<file path="src/rtl/max7219_pkg.sv">
// Shared constants for the MAX7219 refresh scanner: register map, init words,
// FSM state encodings and command-list indices.
package max7219_pkg;

    localparam logic [3:0] RegDigit0    = 4'h1;
    localparam logic [3:0] RegDecode    = 4'h9;
    localparam logic [3:0] RegIntensity = 4'hA;
    localparam logic [3:0] RegScanLimit = 4'hB;
    localparam logic [3:0] RegShutdown  = 4'hC;
    localparam logic [3:0] RegTest      = 4'hF;

    localparam logic [15:0] InitShutdown  = {4'h0, RegShutdown, 8'h01};
    localparam logic [15:0] InitDecode    = {4'h0, RegDecode, 8'h00};
    localparam logic [15:0] InitScanLimit = {4'h0, RegScanLimit, 8'h07};
    localparam logic [15:0] InitTest      = {4'h0, RegTest, 8'h00};

    localparam logic [3:0] LoopStart = 4'd4;
    localparam logic [3:0] LastCmd   = 4'd12;

    localparam logic [1:0] StLoad  = 2'd0;
    localparam logic [1:0] StShift = 2'd1;
    localparam logic [1:0] StLatch = 2'd2;
    localparam logic [1:0] StGap   = 2'd3;

    function automatic logic [15:0] make_frame(input logic [3:0] reg_addr,
                                               input logic [7:0] data);
        return {4'h0, reg_addr, data};
    endfunction

endpackage

</file>
<file path="src/rtl/max7219_refresh_scanner_if.sv">
// Bundle between the scanner, the upstream row mux and the matrix pins.
interface max7219_refresh_scanner_if;

    logic [7:0] SC_MAX7219SCAN_data_InBUS;
    logic [3:0] SC_MAX7219SCAN_intensity_InBUS;
    logic [2:0] SC_MAX7219SCAN_addr_OutBUS;
    logic       SC_MAX7219SCAN_DIN_Out;
    logic       SC_MAX7219SCAN_NCS_Out;
    logic       SC_MAX7219SCAN_CLK_Out;
    logic       SC_MAX7219SCAN_frameDone_Out;

    modport master (
        input  SC_MAX7219SCAN_data_InBUS,
        input  SC_MAX7219SCAN_intensity_InBUS,
        output SC_MAX7219SCAN_addr_OutBUS,
        output SC_MAX7219SCAN_DIN_Out,
        output SC_MAX7219SCAN_NCS_Out,
        output SC_MAX7219SCAN_CLK_Out,
        output SC_MAX7219SCAN_frameDone_Out
    );

    modport slave (
        output SC_MAX7219SCAN_data_InBUS,
        output SC_MAX7219SCAN_intensity_InBUS,
        input  SC_MAX7219SCAN_addr_OutBUS,
        input  SC_MAX7219SCAN_DIN_Out,
        input  SC_MAX7219SCAN_NCS_Out,
        input  SC_MAX7219SCAN_CLK_Out,
        input  SC_MAX7219SCAN_frameDone_Out
    );

endinterface

</file>
<file path="src/rtl/max7219_bit_timer.sv">
// Half-period timer: strobes phase_end every CLKDIV_HALF cycles and flips
// toggle on each strobe; restart realigns both to the start of a low phase.
module max7219_bit_timer #(
    parameter int unsigned CLKDIV_HALF = 4,
    parameter int unsigned CNT_WIDTH   = 8
) (
    input  logic clk,
    input  logic rst_n,
    input  logic restart,
    output logic phase_end,
    output logic toggle
);

    localparam logic [CNT_WIDTH-1:0] Last = CNT_WIDTH'(CLKDIV_HALF - 1);

    logic [CNT_WIDTH-1:0] cnt_q;
    logic                 toggle_q;

    assign phase_end = (cnt_q == Last);
    assign toggle    = toggle_q;

    always_ff @(posedge clk) begin
        if (!rst_n) begin
            cnt_q    <= '0;
            toggle_q <= 1'b0;
        end else if (restart) begin
            cnt_q    <= '0;
            toggle_q <= 1'b0;
        end else if (phase_end) begin
            cnt_q    <= '0;
            toggle_q <= ~toggle_q;
        end else begin
            cnt_q    <= cnt_q + 1'b1;
        end
    end

endmodule

</file>
<file path="src/rtl/max7219_refresh_scanner.sv">
// MAX7219 front end: sends the init sequence once after reset, then loops
// rewriting intensity and digits 1..8 as 16-bit serial frames.
module max7219_refresh_scanner
    import max7219_pkg::*;
#(
    parameter int unsigned CLKDIV_HALF = 4,
    parameter int unsigned CNT_WIDTH   = 8
) (
    input logic                          SC_MAX7219SCAN_CLOCK_50,
    input logic                          SC_MAX7219SCAN_RESET_InLow,
    max7219_refresh_scanner_if.master    bus
);

    logic [1:0]  state_q, state_d;
    logic [3:0]  cmd_idx_q, cmd_idx_d;
    logic        init_pending_q, init_pending_d;
    logic [14:0] shreg_q, shreg_d;
    logic [3:0]  bit_cnt_q, bit_cnt_d;
    logic        din_q, din_d;
    logic        ncs_q, ncs_d;
    logic        sclk_q, sclk_d;
    logic [2:0]  addr_q, addr_d;
    logic        frame_done_q, frame_done_d;

    logic        timer_restart;
    logic        phase_end;
    logic        toggle;
    logic [15:0] frame;

    max7219_bit_timer #(
        .CLKDIV_HALF (CLKDIV_HALF),
        .CNT_WIDTH   (CNT_WIDTH)
    ) u_bit_timer (
        .clk       (SC_MAX7219SCAN_CLOCK_50),
        .rst_n     (SC_MAX7219SCAN_RESET_InLow),
        .restart   (timer_restart),
        .phase_end (phase_end),
        .toggle    (toggle)
    );

    // Command ROM; indices 5..12 are digit rows addressed by addr_q.
    always_comb begin
        frame = make_frame(RegDigit0 + {1'b0, addr_q}, bus.SC_MAX7219SCAN_data_InBUS);
        case (cmd_idx_q)
            4'd0:    frame = InitShutdown;
            4'd1:    frame = InitDecode;
            4'd2:    frame = InitScanLimit;
            4'd3:    frame = InitTest;
            4'd4:    frame = make_frame(RegIntensity, {4'h0, bus.SC_MAX7219SCAN_intensity_InBUS});
            default: ;
        endcase
    end

    always_comb begin
        state_d        = state_q;
        cmd_idx_d      = cmd_idx_q;
        init_pending_d = init_pending_q;
        shreg_d        = shreg_q;
        bit_cnt_d      = bit_cnt_q;
        din_d          = din_q;
        ncs_d          = ncs_q;
        sclk_d         = sclk_q;
        addr_d         = addr_q;
        frame_done_d   = 1'b0;
        timer_restart  = 1'b0;

        case (state_q)
            StLoad: begin
                timer_restart = 1'b1;
                shreg_d       = frame[14:0];
                din_d         = frame[15];
                sclk_d        = 1'b0;
                bit_cnt_d     = 4'd0;
                state_d       = StShift;
            end
            StShift: begin
                if (phase_end) begin
                    if (!toggle) begin
                        sclk_d = 1'b1;
                    end else begin
                        sclk_d = 1'b0;
                        if (bit_cnt_q == 4'd15) begin
                            state_d = StLatch;
                        end else begin
                            din_d     = shreg_q[14];
                            shreg_d   = {shreg_q[13:0], 1'b0};
                            bit_cnt_d = bit_cnt_q + 4'd1;
                        end
                    end
                end
            end
            StLatch: begin
                if (phase_end) begin
                    ncs_d   = 1'b1;
                    state_d = StGap;
                end
            end
            StGap: begin
                if (phase_end) begin
                    ncs_d          = 1'b0;
                    state_d        = StLoad;
                    init_pending_d = 1'b0;
                    // The GAP that follows reset precedes command 0, so nothing advances.
                    if (!init_pending_q) begin
                        cmd_idx_d    = (cmd_idx_q == LastCmd) ? LoopStart : cmd_idx_q + 4'd1;
                        frame_done_d = (cmd_idx_q == LastCmd);
                        if (cmd_idx_q > LoopStart) begin
                            addr_d = addr_q + 3'd1;
                        end
                    end
                end
            end
            default: state_d = StGap;
        endcase
    end

    always_ff @(posedge SC_MAX7219SCAN_CLOCK_50) begin
        if (!SC_MAX7219SCAN_RESET_InLow) begin
            state_q        <= StGap;
            cmd_idx_q      <= 4'd0;
            init_pending_q <= 1'b1;
            shreg_q        <= '0;
            bit_cnt_q      <= 4'd0;
            din_q          <= 1'b0;
            ncs_q          <= 1'b1;
            sclk_q         <= 1'b0;
            addr_q         <= 3'd0;
            frame_done_q   <= 1'b0;
        end else begin
            state_q        <= state_d;
            cmd_idx_q      <= cmd_idx_d;
            init_pending_q <= init_pending_d;
            shreg_q        <= shreg_d;
            bit_cnt_q      <= bit_cnt_d;
            din_q          <= din_d;
            ncs_q          <= ncs_d;
            sclk_q         <= sclk_d;
            addr_q         <= addr_d;
            frame_done_q   <= frame_done_d;
        end
    end

    assign bus.SC_MAX7219SCAN_addr_OutBUS   = addr_q;
    assign bus.SC_MAX7219SCAN_DIN_Out       = din_q;
    assign bus.SC_MAX7219SCAN_NCS_Out       = ncs_q;
    assign bus.SC_MAX7219SCAN_CLK_Out       = sclk_q;
    assign bus.SC_MAX7219SCAN_frameDone_Out = frame_done_q;

endmodule

</file>
<file path="src/flat_wrapper.sv">
// flat-port wrapper written by rule: the top's interface ports become plain ports
module max7219_refresh_scanner_flat import max7219_pkg::*;
#(
    parameter int unsigned CLKDIV_HALF = 4,
    parameter int unsigned CNT_WIDTH   = 8
)
  (SC_MAX7219SCAN_CLOCK_50, SC_MAX7219SCAN_RESET_InLow, bus_SC_MAX7219SCAN_data_InBUS, bus_SC_MAX7219SCAN_intensity_InBUS, bus_SC_MAX7219SCAN_addr_OutBUS, bus_SC_MAX7219SCAN_DIN_Out, bus_SC_MAX7219SCAN_NCS_Out, bus_SC_MAX7219SCAN_CLK_Out, bus_SC_MAX7219SCAN_frameDone_Out);
  max7219_refresh_scanner_if bus_i ();
  input logic SC_MAX7219SCAN_CLOCK_50;
  input logic SC_MAX7219SCAN_RESET_InLow;
  input wire logic [$bits(bus_i.SC_MAX7219SCAN_data_InBUS)-1:0] bus_SC_MAX7219SCAN_data_InBUS;
  input wire logic [$bits(bus_i.SC_MAX7219SCAN_intensity_InBUS)-1:0] bus_SC_MAX7219SCAN_intensity_InBUS;
  output wire logic [$bits(bus_i.SC_MAX7219SCAN_addr_OutBUS)-1:0] bus_SC_MAX7219SCAN_addr_OutBUS;
  output wire logic [$bits(bus_i.SC_MAX7219SCAN_DIN_Out)-1:0] bus_SC_MAX7219SCAN_DIN_Out;
  output wire logic [$bits(bus_i.SC_MAX7219SCAN_NCS_Out)-1:0] bus_SC_MAX7219SCAN_NCS_Out;
  output wire logic [$bits(bus_i.SC_MAX7219SCAN_CLK_Out)-1:0] bus_SC_MAX7219SCAN_CLK_Out;
  output wire logic [$bits(bus_i.SC_MAX7219SCAN_frameDone_Out)-1:0] bus_SC_MAX7219SCAN_frameDone_Out;
  assign bus_i.SC_MAX7219SCAN_data_InBUS = bus_SC_MAX7219SCAN_data_InBUS;
  assign bus_i.SC_MAX7219SCAN_intensity_InBUS = bus_SC_MAX7219SCAN_intensity_InBUS;
  assign bus_SC_MAX7219SCAN_addr_OutBUS = bus_i.SC_MAX7219SCAN_addr_OutBUS;
  assign bus_SC_MAX7219SCAN_DIN_Out = bus_i.SC_MAX7219SCAN_DIN_Out;
  assign bus_SC_MAX7219SCAN_NCS_Out = bus_i.SC_MAX7219SCAN_NCS_Out;
  assign bus_SC_MAX7219SCAN_CLK_Out = bus_i.SC_MAX7219SCAN_CLK_Out;
  assign bus_SC_MAX7219SCAN_frameDone_Out = bus_i.SC_MAX7219SCAN_frameDone_Out;
  max7219_refresh_scanner #(.CLKDIV_HALF(CLKDIV_HALF), .CNT_WIDTH(CNT_WIDTH)) u_core (.SC_MAX7219SCAN_CLOCK_50(SC_MAX7219SCAN_CLOCK_50), .SC_MAX7219SCAN_RESET_InLow(SC_MAX7219SCAN_RESET_InLow), .bus(bus_i));
endmodule
</file>
<file path="config.mk">
export PLATFORM = sky130hd
export DESIGN_NAME = max7219_refresh_scanner_flat
export DESIGN_NICKNAME = d
export VERILOG_FILES = /design/src/rtl/max7219_pkg.sv /design/src/rtl/max7219_refresh_scanner_if.sv /design/src/rtl/max7219_bit_timer.sv /design/src/rtl/max7219_refresh_scanner.sv /design/src/flat_wrapper.sv
export SDC_FILE = /design/constraint.sdc
export NUM_CORES = 1
export LEC_CHECK = 0
export CORE_ASPECT_RATIO = 0.5
export CORE_UTILIZATION = 35
export CTS_CLUSTER_DIAMETER = 200
export DETAILED_ROUTE_END_ITERATION = 10
export DONT_BUFFER_PORTS = 1
export RECOVER_POWER = 100
export SLEW_MARGIN = 20
export SYNTH_ARGS = -nofsm -noshare
export SYNTH_HDL_FRONTEND = slang
export SYNTH_SLANG_ARGS = --single-unit
</file>
<file path="constraint.sdc">
create_clock -name SC_MAX7219SCAN_CLOCK_50 -period 2.2 [get_ports SC_MAX7219SCAN_CLOCK_50]
set_input_delay 0.44 -clock SC_MAX7219SCAN_CLOCK_50 [delete_from_list [all_inputs] [get_ports SC_MAX7219SCAN_CLOCK_50]]
set_output_delay 0.44 -clock SC_MAX7219SCAN_CLOCK_50 [all_outputs]
set_load 0.01 [all_outputs]
</file>
Yosys cells after proc, flatten, opt, wreduce, memory -nomap -nowiden --
Index checks and enable logic that the tools add are counted.
Word-level totals: register bits 42, word-level logic and storage cells 80, memory bits (writable) 0, memory bits (read-only) 0, memories 0, latch bits 0, output and inout port bits 7
Cells by class: bitwise gates (word level) 5, add/sub/neg operators 5, shift-type cells 0, reduce and logical (&&, ||, !) cells 14, $mul 0, equality and inequality tests 16, multiplexer cells 27, $lt $le $gt $ge 1, divide/modulo/power cells 0
Operator list (number):
- case mux 12 bit (5 select lines) | 1
- 2-to-1 mux 15 bit | 3
- case mux 15 bit (2 select lines) | 1
- 2-to-1 mux 4 bit | 4
- 2-to-1 mux 2 bit | 5
- adder 4 x 1 -> 4 bit, second input constant | 2
- adder 8 x 1 -> 8 bit, second input constant | 1
- equality test 4 x 2 -> 1 bit, second input constant | 2
- equality test 4 bit, second input constant | 2
- equality test 8 x 2 -> 1 bit, second input constant | 1
- 2-to-1 mux 1 bit | 8
- != test 2 x 1 -> 1 bit, second input constant | 4
- case mux 2 bit (4 select lines) | 1
- case mux 4 bit (2 select lines) | 1
- AND reduction 4 bit | 2
- case mux 1 bit (2 select lines) | 3
- AND reduction 3 bit | 2
- inverter 1 bit | 5
- AND reduction 5 bit | 1
- adder 1 x 3 -> 4 bit, first input constant | 1
- equality test 2 bit, second input constant | 2
- equality test 4 x 1 -> 1 bit, second input constant | 1
- equality test 4 x 3 -> 1 bit, second input constant | 1
- > comparator 4 x 3 -> 1 bit, second input constant | 1
- 10 further kinds | 13

Longest topological paths before layout --
Gate-level depths: netlist of the first run.
depth in word-level cells 5, depth in mapped cells 7, mapped depth without buffers 6

Cells and area by module --
A second synthesis of the first run with hierarchy kept.
Unflattened totals: cells, all modules 240, area, all modules 2110.8 um2
By module, submodules not included:
- max7219_refresh_scanner | area each 1732.9 um2, seq. area each 660.6 um2, times used 1, cells an instance 197
- max7219_bit_timer | area each 377.9 um2, seq. area each 180.2 um2, times used 1, cells an instance 43

Worst setup path before layout of the first run --
Ideal clock, no wire load.
path type reg-to-reg, start reg u_core.cmd_idx_q[0], end reg u_core.addr_q[2] (netlist: u_core.bus.SC_MAX7219SCAN_addr_OutBUS[2]), buffers on the path 1, clock period less this slack 1871 ps, slack 329 ps, arrival time 1801 ps, cell stages (with the launch flop) 8, data required time 2130 ps, cell sequence dfxtp_1 inv_1 ha_1 buf_2 nor2b_1 o2111ai_2 or3_1 a21boi_1
On the way: longest elaborated chain between the ends 2
RTL lines:
- start: declaration | line max7219_refresh_scanner.sv:15 | logic [3:0] cmd_idx_q, cmd_idx_d;
- start signal: assignment | line max7219_refresh_scanner.sv:131 | cmd_idx_q <= cmd_idx_d;
- > comparator 4 x 3 -> 1 bit | line max7219_refresh_scanner.sv:107 | if (cmd_idx_q > LoopStart) begin
- AND reduction 4 bit (no source line)
- end signal: assignment | line max7219_refresh_scanner.sv:138 | addr_q <= addr_d;
- end: declaration | line max7219_refresh_scanner.sv:22 | logic [2:0] addr_q, addr_d;
No other way between the ends. A chain may end at the register's enable or synchronous reset.

Final worst setup path of the first run --
Same ends and word-level chain as after synthesis.

==> qor.csv, run 1 <==
stage;metric;value;unit
cells_and_area;Final #Nets;278;
clock_tree;Clock Pin Slew Worst Setup and Hold Paths;0.06;ns
power_and_ir_drop;cell area power density;844;nW/um^2
timing;Setup TNS Final;0;ns
timing;Slew Limit Fails;0;
die;Die Y;57.8;microns
die;core area;5730;sq um
synthesis;synth warn;0;
routing;Vias;1758;
place;routability cong.;0.803;
cells_and_area;# diodes;0;
synthesis;Post-Syn Area per Cell;8.78;sq um
worst_hold_path;Hold Crit Class;in2reg;
clock_tree;CTS root buffer;clkbuf_16;
global_route;Congestion Overflow GR;0;
setup_path;Worst setup EP type;flop;
clock_tree;CTS buffer count;5;
power_and_ir_drop;maximum VDD drop;359;uV
die;die width;114;microns
timing;fin crit period;2.02;ns
routing;via/cell ratio;5.20;
cells_and_area;Design Area, Final;2420;sq um
run;number of max-cap violations;0;
timing;RSZ-0062 raised after global routing;no;
timing;highest clock rate;495;MHz
die;Die ar.;6560;sq um
cells_and_area;layout cells sized above 1;9.06;%
synthesis;Post-Syn Area;2180;sq um
clock_tree;Worst-Skew Late Latency;0.28;ns
clock_tree;Post-CTS Setup Bufs;0;
global_route;first-pass GRT wire length;7910;microns
clock_tree;H-tree Lvls;2;
synthesis;register area share after synthesis;38.6;%
cells_and_area;Layout area overhead;11.0;%
power_and_ir_drop;PnR Total Power;2.04;mW
cells_and_area;Fillers;572;
synthesis;leading area contributor after synthesis;dfxtp_1;
routing;number of routed nets with antenna violations;0;
run_status;outcome;finished, final reports clean;
global_route;largest net degree at the start of global routing;38;
timing;Final WS setup;0.179;ns
routing;Post-Route WL;4720;microns
place;DP Area;2300;sq um
timing;Setup Skew;0.00285;ns
timing;Final setup viols;0;
synthesis;most frequent cells after synthesis;dfxtp_1, nand2_1, o21ai_0, nor2_1, nand3_1;
place;buffers added on ports;0;
power_and_ir_drop;Pleak;0.913;nW
setup_path;CP startpoint kind;flop;
synthesis;top-count cell post-synth;dfxtp_1;
global_route;GRT Total Usage;15.5;%
synthesis;share of the synthesized area in the top cell type;38.6;%
setup_path;critical path type;reg2reg;
synthesis;Post-Syn Instances;248;
setup_path;critical path required time;2.42;ns
place;Place WS;0.0894;ns
routing;DRC viols;0;
place;placed cell count;330;
global_route;initial antenna violation count;0;
setup_path;WP data arrival;2.24;ns
clock_tree;CTS sink cnt;42;
timing;Worst Max-Slew Pin Slew;0.561;ns
synthesis;fraction of registers with async set/reset;0;%
synthesis;Synth Flop Type;dfxtp_1;
die;Rows;19;
die;boundary pin count;21;
cells_and_area;multi-input combinational cell area;1210;sq um
routing;initial DRC count;121;
timing;Hold Worst Slack;0.234;ns
place;Final HPWL DP;3400;microns
clock_tree;CTS tree;yes;
global_route;vias in the first global route;1636;
timing;final hold violation count;0;
synthesis;Synth area leaders;dfxtp_1, ha_1, o21ai_0, nand3_1, nand2_1;
synthesis;#FFs+latches synth;42;
synthesis;Mapped Nets;273;
cells_and_area;post-route insts no fill;338;
timing;max_slew headroom;62.6;%
routing;Pre-Repair DR Iteration Count;4;
synthesis;distinct cell type count after synthesis;50;
routing;DR WL/cell;14.0;microns
die;Initial Utilization;38.0;%
cells_and_area;final core utilization;42.2;%
timing;Tcrit/Tclk final;91.9;%
synthesis;Post-synth EDFFs;0;
setup_path;Critical Path Fanout Max;7;
cells_and_area;FF/Latch Area;841;sq um
clock_tree;clock buffer depth;2;
-- placed cells by master, fill, tap and decap left out, types with 2 or more instances in the layout --
| cell type | instances |
|---|---|
| clkbuf_1 | 2 |
| and2_1 | 2 |
| nand4_1 | 4 |
| or3_1 | 4 |
| nand3_1 | 16 |
| a21oi_1 | 14 |
| a21boi_0 | 9 |
| a221oi_1 | 2 |
| o31ai_1 | 6 |
| o31a_1 | 4 |
| mux2i_1 | 3 |
| a21o_1 | 2 |
| nor3_1 | 3 |
| a31oi_1 | 2 |
| nand2_1 | 19 |
| buf_4 | 9 |
| nor2_1 | 18 |
| o21ai_0 | 19 |
| dfxtp_1 | 42 |
| ha_1 | 11 |
| a32o_1 | 2 |
| and3b_1 | 2 |
| or3b_2 | 2 |
| xor2_1 | 3 |
| xnor2_1 | 7 |
| nor2b_1 | 6 |
| inv_1 | 11 |
| nor3b_1 | 2 |
| and3_1 | 4 |
| clkbuf_16 | 5 |
-- state kept, by name, indices dropped and copies added, names as in the netlist --
name	flops
u_core.cmd_idx_q	4
u_core.bus.SC_MAX7219SCAN_frameDone_Out	1
u_core.u_bit_timer.toggle	1
u_core.state_q	2
u_core.bus.SC_MAX7219SCAN_DIN_Out	1
u_core.u_bit_timer.cnt_q	8
u_core.bit_cnt_q	4
u_core.shreg_q	15
u_core.bus.SC_MAX7219SCAN_CLK_Out	1
u_core.init_pending_q	1
u_core.bus.SC_MAX7219SCAN_NCS_Out	1
u_core.bus.SC_MAX7219SCAN_addr_OutBUS	3
-- worst max-delay path, cell delays in order (launching register included) --
cell and delay, ns:
dfxtp_1 0.43, inv_1 0.10, ha_1 0.25, nor2b_1 0.11, clkbuf_1 0.28, o2111ai_1 0.26
or3_1 0.37, a21boi_1 0.15
-- timing repair --
action / 4_1_cts / 5_1_grt
gates resized for setup: 0 / 1
hold buffers: 0 / 0
setup endpoints to repair: 0 / 2
endpoints found under the hold margin: 0 / 0
-- metal layers --
| layer | global-route usage (%) | share of wire [%] | vias up |
|---|---|---|---|
| li1 | - | - | 901 |
| met1 | 20.6 | 51 | 816 |
| met2 | 23.5 | 43 | 32 |
| met3 | 4.60 | 4.3 | 9 |
| met4 | 6.95 | 1.9 | 0 |
| met5 | 0 | 0 | - |
-- final cells by class --
type                            instances  area share [%]
Multi-Input combinational cell        182            50.0
Sequential cell                        42            34.8
Clock buffer                            7            5.90
Tap cell                               84            4.35
Timing Repair Buffer                   10            2.95
Inverter                               12            1.86
Clock inverter                          1           0.207
-- worst paths after layout --
path / startpoint / to / slack [ns] / depth (start not counted)
min: SC_MAX7219SCAN_RESET_InLow / u_core.init_pending_q$_SDFFE_PN1P_ / 0.23 / 1
max: u_core.cmd_idx_q[0]$_SDFFE_PN0P_ / u_core.bus.SC_MAX7219SCAN_addr_OutBUS[2]$_SDFFE_PN0P_ / 0.18 / 7
max reg2reg: u_core.cmd_idx_q[0]$_SDFFE_PN0P_ / u_core.bus.SC_MAX7219SCAN_addr_OutBUS[2]$_SDFFE_PN0P_ / 0.18 / 7
min reg2reg: u_core.u_bit_timer.cnt_q[0]$_SDFF_PP0_ / u_core.u_bit_timer.cnt_q[0]$_SDFF_PP0_ / 0.45 / 1
-- report_power, final --
group | total [mW] | leakage (nW) | internal, mW | switching [mW]
logic | 0.426 | 0.499 | 0.187 | 0.238
registers | 0.866 | 0.340 | 0.820 | 0.0461
clock network | 0.750 | 0.0739 | 0.450 | 0.300
total | 2.04 | 0.913 | 1.46 | 0.584
-- logic make-up after synthesis --
| kind of cell | synth area share (%) |
|---|---|
| adder cells (fa/ha/maj) | 6.32 |
| flip-flops | 38.6 |
| AND/OR/NAND/NOR | 21.5 |
| multiplexers | 1.38 |
| buffers and inverters | 4.54 |
| AO/OA/AOI/OAI | 23.6 |
| XOR/XNOR | 4.02 |
(Power assumes the default switching activity.)
==> run 2, diff against run 1 <==
--- a/config.mk
+++ b/config.mk
@@ -11,6 +11,7 @@
 export DETAILED_ROUTE_END_ITERATION = 10
 export DONT_BUFFER_PORTS = 1
 export RECOVER_POWER = 100
+export SETUP_SLACK_MARGIN = 0.1
 export SLEW_MARGIN = 20
 export SYNTH_ARGS = -nofsm -noshare
 export SYNTH_HDL_FRONTEND = slang
==> qor.csv, run 2 (same netlist as run 1, synthesis figures left out) <==
stage;metric;value;unit;change
cells_and_area;FF/Latch Area;841;sq um;unchanged
power_and_ir_drop;power share of the clock group;36.7;%;about the same
clock_tree;Post-CTS Setup Bufs;0;;unchanged
cells_and_area;most common cell after layout, fill and taps aside;dfxtp_1;;
setup_path;Critical Path Fanout Max;4;;-3
cells_and_area;multi-input combinational cell area;1230;sq um;+1.7%
setup_path;critical path required time;2.37;ns;-0.05 ns
place;routability cong.;0.803;;unchanged
timing;Setup TNS Final;0;ns;unchanged
setup_path;delay-heaviest family, CP;simple AND/OR/NAND/NOR gates;;
power_and_ir_drop;Psw;591;uW;+1.1%
routing;DR WL/cell;14.0;microns;+0.49%
cells_and_area;layout cells sized above 1;9.45;%;+0.39 points
power_and_ir_drop;maximum VDD drop;362;uV;+0.82%
die;Initial Utilization;38.0;%;unchanged
power_and_ir_drop;sequential power share;42.2;%;-0.2 points
setup_path;Crit-path slowest cell;or3b_2;;
routing;number of routed nets with antenna violations;0;;unchanged
die;Die ar.;6560;sq um;unchanged
setup_path;critical path type;reg2reg;;
clock_tree;CTS sink cnt;42;;unchanged
clock_tree;CTS root buffer;clkbuf_16;;
global_route;GRT Total Usage;15.5;%;-0.023 points
global_route;met2 usage;23.4;%;-0.087 points
power_and_ir_drop;part of the power in combinational logic;21.0;%;+0.2 points
run_status;outcome;finished, final reports clean;;
clock_tree;Worst-Skew Late Latency;0.29;ns;about the same
timing;Tcrit/Tclk final;87.8;%;-4.1 points
timing;RSZ-0062 raised after global routing;no;;
clock_tree;CTS tree;yes;;
routing;Vias;1775;;+0.97%
timing;Setup Skew;0.00292;ns;+0.0000695 ns
place;buffers added on ports;0;;unchanged
cells_and_area;Reg with most FFs;u_core.shreg_q;;
die;Die Y;57.8;microns;unchanged
timing;Slew Limit Fails;0;;unchanged
die;boundary pin count;21;;unchanged
setup_path;Worst setup EP type;flop;;
place;Final HPWL DP;3400;microns;unchanged
routing;via/cell ratio;5.25;;+0.97%
clock_tree;clock buffer depth;2;;unchanged
cells_and_area;largest registers;u_core.shreg_q: 15 flops, u_core.u_bit_timer.cnt_q: 8 flops;;
global_route;Congestion Overflow GR;0;;unchanged
timing;highest clock rate;518;MHz;+4.6%
cells_and_area;final core utilization;42.6;%;+0.41 points
worst_hold_path;Hold Crit Class;in2reg;;
global_route;initial antenna violation count;0;;unchanged
cells_and_area;commonest cells after routing, fill and taps aside;dfxtp_1, o21ai_0, nand2_1;;
timing;Final setup viols;0;;unchanged
setup_path;CP Cell Sequence;ha_1 -> or3b_2 -> o41ai_2 -> and3_1 -> o21ai_0;;
routing;initial DRC count;131;;+8.3%
global_route;first-pass GRT wire length;7890;microns;-0.27%
cells_and_area;Fillers;568;;-0.70%
routing;Post-Route WL;4740;microns;+0.49%
cells_and_area;max FFs per register;15;;unchanged
global_route;vias in the first global route;1630;;-0.37%
routing;Pre-Repair DR Iteration Count;4;;unchanged
setup_path;crit path buf inv count;0;;-2
setup_path;crit path capture;u_core.state_q[0]$_SDFFE_PN1P_;;
place;placed cell count;330;;unchanged
timing;max_slew headroom;65.2;%;+2.7 points
global_route;Top Usage Layer GRT;met2;;
die;core area;5730;sq um;unchanged
die;die width;114;microns;unchanged
power_and_ir_drop;Pleak;0.918;nW;+0.52%
routing;DRC viols;0;;unchanged
die;Rows;19;;unchanged
clock_tree;CTS buffer count;5;;unchanged
cells_and_area;# diodes;0;;unchanged
global_route;GR Layer Usage met3;4.60;%;unchanged
clock_tree;H-tree Lvls;2;;unchanged
run;number of max-cap violations;0;;unchanged
timing;final hold violation count;0;;unchanged
setup_path;instance count on the critical path;5;;-2
power_and_ir_drop;switch share;28.8;%;+0.20 points
global_route;grt met1 use;20.6;%;unchanged
setup_path;r2r worst-path depth;5;;-2
global_route;largest net degree at the start of global routing;38;;unchanged
timing;Worst Max-Slew Pin Slew;0.521;ns;-0.0408 ns
power_and_ir_drop;internal power;1.46;mW;+0.16%
setup_path;CP startpoint kind;flop;;
setup_path;RR Endpoint;u_core.state_q[0]$_SDFFE_PN1P_;;
cells_and_area;Final #Nets;278;;unchanged
clock_tree;Hold-fix buffers, CTS;0;;unchanged
clock_tree;Clock Pin Slew Worst Setup and Hold Paths;0.06;ns;about the same
setup_path;CP Launch Point;u_core.u_bit_timer.cnt_q[0]$_SDFF_PP0_;;
setup_path;reg2reg start;u_core.u_bit_timer.cnt_q[0]$_SDFF_PP0_;;
timing;fin crit period;1.93;ns;-0.0896 ns
setup_path;WP data arrival;2.10;ns;-0.14 ns
setup_path;slack of the worst reg-to-reg path;0.27;ns;+0.09 ns
setup_path;peak per-stage delay on the critical path;0.51;ns;+0.08 ns
cells_and_area;post-route insts no fill;338;;unchanged
cells_and_area;Layout area overhead;12.1;%;
power_and_ir_drop;cell area power density;840;nW/um^2;-0.54%
-- run 2: cell types whose count changed in the layout (fill, tap and decap cells not counted) --
cell	before	now
a41oi_2	1	0
a41oi_4	0	1
and2_0	1	2
and2_1	2	1
buf_4	9	10
clkbuf_1	2	1
nor4_2	1	0
nor4_4	1	2
-- run 2: timing repair --
item                       CTS  global route
hold endpoints to repair     0             0
resized for setup            1             1
pin swaps                    0             0
setup endpoints to repair    1             1
-- run 2: area by class of cell --
cell class | instances | share of cell area, %
Clock buffer | 7 | 5.84
Clock inverter | 1 | 0.205
Inverter | 12 | 1.84
Multi-Input combinational cell | 182 | 50.3
Sequential cell | 42 | 34.4
Tap cell | 84 | 4.30
Timing Repair Buffer | 10 | 3.07
-- run 2: metrics by stage --
step | power, mW | hold slack [ns] | setup slack (ns) | area, sq um
4_1_cts | 2.08 | 0.228 | 0.246 | 2460
3_5_place_dp | 1.33 | 0.441 | 0.0894 | 2300
5_1_grt | 2.16 | 0.222 | 0.120 | 2440
6_report | 2.05 | 0.233 | 0.268 | 2440
3_3_place_gp | 1.32 | 0.428 | 0.177 | 2300
2_1_floorplan | 1.21 | 0.418 | 0.329 | 2180
-- run 2: routing by layer --
layer  up-vias  part of all wire [%]
li1        902                     -
met1       831                    50
met2        33                    43
met3         9                   4.9
met4         0                   1.9
met5         -                     0
-- run 2: worst min path at each step --
stage / startpoint / to / slack [ns] / depth (start not counted)
finish: SC_MAX7219SCAN_RESET_InLow / u_core.init_pending_q$_SDFFE_PN1P_ / 0.23 / 1
global route: SC_MAX7219SCAN_RESET_InLow / u_core.init_pending_q$_SDFFE_PN1P_ / 0.22 / 1
CTS: SC_MAX7219SCAN_RESET_InLow / u_core.init_pending_q$_SDFFE_PN1P_ / 0.23 / 1
detailed placement: u_core.u_bit_timer.cnt_q[0]$_SDFF_PP0_ / u_core.u_bit_timer.cnt_q[0]$_SDFF_PP0_ / 0.44 / 1
global placement: u_core.u_bit_timer.cnt_q[0]$_SDFF_PP0_ / u_core.u_bit_timer.cnt_q[0]$_SDFF_PP0_ / 0.43 / 1
floorplan: u_core.u_bit_timer.cnt_q[0]$_SDFF_PP0_ / u_core.u_bit_timer.cnt_q[0]$_SDFF_PP0_ / 0.42 / 1
-- run 2: power groups by stage --
stage	registers, mW	logic, mW	clock network [mW]
2_1_floorplan	0.871	0.344	0
3_3_place_gp	0.880	0.437	0
3_5_place_dp	0.882	0.445	0
4_1_cts	0.866	0.448	0.764
5_1_grt	0.874	0.483	0.801
6_report	0.866	0.432	0.754
